==> src/rtl/mult_pkg.sv <==
// rtl/mult_pkg.sv - shared constants and state encoding for the sequential multiplier
package mult_pkg;

    localparam int WIDTH_DEF = 32;

    typedef enum logic [1:0] {
        IDLE = 2'd0,
        RUN  = 2'd1,
        SIGN = 2'd2,
        DONE = 2'd3
    } state_t;

    // Iteration counter must hold 0..w-1; never narrower than one bit.
    function automatic int cnt_width(input int w);
        return (w > 2) ? $clog2(w) : 1;
    endfunction

    localparam int CNT_W_DEF = cnt_width(WIDTH_DEF);

endpackage

==> src/rtl/mult_negate.sv <==
// rtl/mult_negate.sv - conditional two's-complement negate
module mult_negate #(
    parameter int W = 64
) (
    input  logic         i_neg,
    input  logic [W-1:0] i_data,
    output logic [W-1:0] o_data
);

    assign o_data = i_neg ? (~i_data + W'(1)) : i_data;

endmodule

==> src/rtl/mult_seq.sv <==
// rtl/mult_seq.sv - sequential shift-add multiplier, signed/unsigned, one iteration per cycle
module mult_seq
    import mult_pkg::*;
#(
    parameter int WIDTH = WIDTH_DEF
) (
    input  logic             CLK,
    input  logic             RST,
    input  logic             Start,
    input  logic             Signed,
    input  logic [WIDTH-1:0] A,
    input  logic [WIDTH-1:0] B,
    output logic             Busy,
    output logic             Done,
    output logic [WIDTH-1:0] Hi,
    output logic [WIDTH-1:0] Lo
);

    localparam int CW = cnt_width(WIDTH);

    state_t             r_state;
    logic [WIDTH-1:0]   r_mcand;
    logic [2*WIDTH:0]   r_acc;
    logic               r_neg;
    logic [CW-1:0]      r_cnt;
    logic               r_busy;
    logic               r_done;
    logic [WIDTH-1:0]   r_hi;
    logic [WIDTH-1:0]   r_lo;

    logic               w_neg_a;
    logic               w_neg_b;
    logic [WIDTH-1:0]   w_mag_a;
    logic [WIDTH-1:0]   w_mag_b;
    logic               w_zero;
    logic [WIDTH-1:0]   w_addend;
    logic [WIDTH:0]     w_sum;
    logic [2*WIDTH:0]   w_shift;
    logic [2*WIDTH-1:0] w_prod_fixed;
    logic               w_last;

    assign w_neg_a = Signed & A[WIDTH-1];
    assign w_neg_b = Signed & B[WIDTH-1];

    // Most negative value negates to itself, which read as unsigned is the correct magnitude.
    mult_negate #(.W(WIDTH)) u_mag_a (
        .i_neg  (w_neg_a),
        .i_data (A),
        .o_data (w_mag_a)
    );

    mult_negate #(.W(WIDTH)) u_mag_b (
        .i_neg  (w_neg_b),
        .i_data (B),
        .o_data (w_mag_b)
    );

    mult_negate #(.W(2*WIDTH)) u_fix (
        .i_neg  (r_neg),
        .i_data (r_acc[2*WIDTH-1:0]),
        .o_data (w_prod_fixed)
    );

    assign w_zero = ~(|w_mag_a) | ~(|w_mag_b);

    // Single datapath adder: upper accumulator (WIDTH+1 bits) plus gated multiplicand.
    assign w_addend = r_acc[0] ? r_mcand : '0;
    assign w_sum    = r_acc[2*WIDTH:WIDTH] + {1'b0, w_addend};
    assign w_shift  = {1'b0, w_sum, r_acc[WIDTH-1:1]};
    assign w_last   = (r_cnt == CW'(WIDTH-1));

    always_ff @(posedge CLK) begin
        if (RST) begin
            r_state <= IDLE;
            r_mcand <= '0;
            r_acc   <= '0;
            r_neg   <= 1'b0;
            r_cnt   <= '0;
            r_busy  <= 1'b0;
            r_done  <= 1'b0;
            r_hi    <= '0;
            r_lo    <= '0;
        end else begin
            case (r_state)
                IDLE, DONE: begin
                    r_done <= 1'b0;
                    if (Start) begin
                        r_mcand <= w_mag_a;
                        r_neg   <= w_neg_a ^ w_neg_b;
                        r_cnt   <= '0;
                        r_busy  <= 1'b1;
                        if (w_zero) begin
                            r_acc   <= '0;
                            r_state <= SIGN;
                        end else begin
                            r_acc   <= {{(WIDTH+1){1'b0}}, w_mag_b};
                            r_state <= RUN;
                        end
                    end else begin
                        r_state <= IDLE;
                    end
                end
                RUN: begin
                    r_acc <= w_shift;
                    r_cnt <= r_cnt + CW'(1);
                    if (w_last) begin
                        r_state <= SIGN;
                    end
                end
                SIGN: begin
                    r_hi    <= w_prod_fixed[2*WIDTH-1:WIDTH];
                    r_lo    <= w_prod_fixed[WIDTH-1:0];
                    r_done  <= 1'b1;
                    r_busy  <= 1'b0;
                    r_state <= DONE;
                end
                default: begin
                    r_state <= IDLE;
                end
            endcase
        end
    end

    assign Busy = r_busy;
    assign Done = r_done;
    assign Hi   = r_hi;
    assign Lo   = r_lo;

endmodule

==> config.mk <==
export PLATFORM = sky130hd
export DESIGN_NAME = mult_seq
export DESIGN_NICKNAME = d
export VERILOG_FILES = /design/src/rtl/mult_pkg.sv /design/src/rtl/mult_negate.sv /design/src/rtl/mult_seq.sv
export SDC_FILE = /design/constraint.sdc
export NUM_CORES = 1
export LEC_CHECK = 0
export ABC_AREA = 1
export CAP_MARGIN = 10
export CORE_MARGIN = 2
export CORE_UTILIZATION = 44
export DETAILED_ROUTE_END_ITERATION = 8
export MAX_ROUTING_LAYER = met4
export SLEW_MARGIN = 20
export SYNTH_ARGS = -nofsm -noshare
export SYNTH_HDL_FRONTEND = slang
export SYNTH_SLANG_ARGS = --single-unit
==> constraint.sdc <==
create_clock -name CLK -period 3.35 [get_ports CLK]
set_input_delay 0.67 -clock CLK [delete_from_list [all_inputs] [get_ports CLK]]
set_output_delay 0.67 -clock CLK [all_outputs]
set_load 0.005 [all_outputs]
==> reports/metrics.csv <==
metric,value,unit
status,"finished, violations left",
failing checks,design-rule violations,
Tcrit/Tclk final,92.67,%
Worst-Margin Slew,0.9626,ns
yosys warns,0,
die width,173.4,um
R2R cell count,16,
CP Class,reg -> reg,
H-Tree Depth,4,
max cap viols,0,
DRC Markers,1,
Hold Path Class,reg -> reg,
area of the multi-input gates,7833,um^2
max incr delay on CP,0.40,ns
Buf/Inv on CP,3,
Post-Place Cell Area,14360,um^2
cell area after synthesis,12630,um^2
Root Buffer Master,clkbuf_16,
setup violators final,0,
DPL Wire Length,31570,um
area grow syn2layout,18.30,%
die height,173.4,um
clock slew at reported path FFs,0.08,ns
Total Routed Length,40630,um
Async SR Flop Fraction,0,%
Synth Area per Inst,6.053,um^2
Worst EP arrival,3.48,ns
CTS Buf Count,17,
CTS max path bufs,2,
clk sinks,170,
fin cells,2581,
total negative setup slack,0,ns
routability cong.,0.9383,
Synth cell types,51,
Worst VDD drop,0.0003827,V
r2r setup slk,0.25,ns
Setup crit start kind,register,
Worst slew margin,35.76,%
Most used DFF post-synth,dfxtp_1,
initial antenna violation count,0,
Initial Util,44.37,%
GRT Util Overall,27.39,%
crit-path cells,"nand2_1, inv_1, ha_1, inv_1, fa_1, o21ai_0, a21oi_1, o21ai_0, a21oi_1, inv_1, nand4_1, nand2_1, nand2_1, nand2_1, nand2_1, a21oi_1",
sequential area share after synthesis,26.94,%
WL/cell,15.74,um
FF/Latch Area,3405,um^2
Cells on Worst Hold Path,2,
hold path endpoint,r_cnt[4],
port bufs,133,
unrepaired setup endpoints after global routing,false,
Final Hold Slack,0.4809,ns
final net count,2293,
critical path endpoint category,register,
data required time of the worst path,3.72,ns
Max Clock Skew,0.01473,ns
ANT cells,0,
CP max-delay cell,fa_1,
Hold Startpoint,r_cnt[4],
initial DRC count,1226,
post-route ant nets,0,
vias in the first global route,12240,
Fin. Hold Viols,0,
power per cell area,632.7,nW/um^2
Final Slew Violations,0,
"Max FO, Critical Path",4,
CP top delay family,compound AO/OA/AOI/OAI gates,
Synth Instances,2087,
Leak,7.117,nW
"Design Area, Final",14940,um^2
"Clk Latency, worst-skew pair",0.45,ns
post-CTS setup buffers,0,
Core ar.,28470,um^2
Inst Count DP,2549,
first-pass GRT wire length,65040,um
CTS tree,built,
drt first pass iters,7,
I/O pin cnt,134,
r2r endpoint,r_acc[63],
Via density,5.274,
Post-synth EDFFs,0,
largest net degree at the start of global routing,82,
cell mode on critical path,nand2_1,
Post-Route Utilization,52.49,%
Worst R2R Start,r_acc[0],
min Tclk post-route,3.104,ns
Seq cells post-synth,170,
FP Rows,62,
GRT overflow,0,
vias,13610,
Hold Buf Count CTS,0,
Mapped Nets,2196,
Fmax,322.1,MHz
layout cell share with drive strength beyond 1,4.916,%
DIE AREA,30080,um^2
Fillers,2909,
==> final cells by class <==
| cell class | count | share of cell area [%] |
|---|---|---|
| clock inverter | 12 | 0.8707 |
| tap | 384 | 3.215 |
| clock buffer | 20 | 2.989 |
| sequential | 170 | 22.78 |
| timing repair buffer | 160 | 10.52 |
| inverter | 287 | 7.209 |
| multi-input combinational | 1548 | 52.41 |
==> cells in the mapped netlist, types with 2 or more instances <==
library cell / instances / area [um^2]
a211oi_1: 3 / 22.52
a21o_1: 4 / 30.03
a21oi_1: 181 / 905.9
a22oi_1: 32 / 240.2
and2_1: 2 / 12.51
buf_1: 6 / 22.52
buf_2: 9 / 45.04
buf_6: 3 / 33.78
clkbuf_1: 63 / 236.5
clkinv_1: 2 / 7.510
dfxtp_1: 170 / 3403
ha_1: 40 / 500.5
inv_1: 278 / 1044
inv_2: 7 / 26.28
nand2_1: 471 / 1768
nand2_2: 10 / 62.56
nand3_1: 104 / 520.5
nand3_2: 4 / 40.04
nand3b_1: 14 / 105.1
nand4_1: 57 / 356.6
nor2_1: 309 / 1160
nor2_2: 6 / 37.54
nor2_4: 4 / 45.04
nor3_1: 27 / 135.1
nor4_1: 14 / 87.58
o211ai_1: 34 / 255.2
o21a_1: 4 / 30.03
o21ai_0: 120 / 600.6
o21ai_1: 11 / 55.05
o21ai_2: 2 / 17.52
o21bai_1: 2 / 15.01
o221ai_1: 23 / 201.4
o31ai_1: 4 / 30.03
or2_2: 8 / 50.05
xnor2_1: 8 / 70.07
xor2_1: 36 / 315.3
==> how the worst max path moves through the flow <==
stage | slack (ns) | cells past startpoint | start | to
final | 0.25 | 16 | r_acc[0] | r_acc[63]
after global routing | 0.02 | 16 | r_acc[0] | r_acc[63]
after CTS | 0.30 | 17 | r_acc[0] | r_acc[55]
after detailed placement | 0.13 | 13 | Signed | r_acc[3]
after global placement | 0.17 | 15 | Signed | r_acc[14]
after floorplan | 0.58 | 17 | r_acc[0] | r_acc[53]
==> state kept, by name, indices dropped and copies added, names as in the netlist <==
| register | flops |
|---|---|
| r_cnt | 5 |
| Done | 1 |
| r_acc | 64 |
| r_mcand | 32 |
| r_state | 2 |
| Lo | 32 |
| Hi | 32 |
| Busy | 1 |
| r_neg | 1 |
==> per-stage QoR <==
step	worst slack (ns)	power, mW
after floorplan	0.5816	5.791
after global placement	0.1747	7.415
after CTS	0.2994	9.455
after global routing	0.02301	10.20
after detailed placement	0.1346	7.455
final	0.2456	9.455
==> worst reg2reg max path, cell delays in order, from the launching register on <==
cell     delay [ns]
dfxtp_1        0.39
nand2_1        0.08
inv_1          0.07
ha_1           0.16
inv_1          0.05
fa_1           0.40
o21ai_0        0.32
a21oi_1        0.17
o21ai_0        0.34
a21oi_1        0.20
inv_1          0.18
nand4_1        0.22
nand2_1        0.15
nand2_1        0.06
nand2_1        0.05
nand2_1        0.05
a21oi_1        0.13
==> logic make-up (layout without fill, tap and decap cells) <==
logic type	after synthesis	in the layout	share of synthesized area, %
buffers and inverters	369	479	11.26
flip-flops	170	170	26.94
XOR/XNOR	44	44	3.051
AND/OR/NAND/NOR	1034	1034	34.98
AO/OA/AOI/OAI	429	429	19.64
adder cells (fa/ha/maj)	41	41	4.120
==> cells in the final DEF (no fill, tap or decap), types with 7 or more instances in the layout <==
master,netlist,final
clkdlybuf4s50_1,0,132
o221ai_1,23,23
nor2_1,309,308
o21ai_0,120,120
xor2_1,36,36
or2_2,8,8
o211ai_1,34,34
o21ai_1,11,11
buf_4,1,24
a21oi_1,181,180
nand4_1,57,57
nor2_2,6,7
nor4_1,14,14
nor3_1,27,27
nand3_1,104,104
nand3b_1,14,14
dfxtp_1,170,169
a22oi_1,32,32
inv_1,278,278
nand2_2,10,10
ha_1,40,39
clkbuf_16,0,17
nand2_1,471,471
xnor2_1,8,8
inv_2,7,8
==> report_power, final <==
group          switching, mW  total, mW  internal [mW]
clock                  0.929       2.00           1.07
sequential             0.460       3.02           2.56
combinational           2.70       4.44           1.74
==> layer usage <==
layer / GRT usage (%) / routed length (um) / up-vias
li1: - / - / 7073
met1: 40.81 / 20740 / 6087
met2: 39.03 / 16800 / 413
met3: 3.202 / 2468 / 39
met4: 6.780 / 621 / 0
met5: - / 0 / -
==> timing repair <==
item | 4_1_cts | 5_1_grt
gates resized for setup | 0 | 1
setup endpoints to repair | 0 | 1
hold endpoints to repair | 0 | 0
Note: power is estimated with default switching activity, not from simulation.
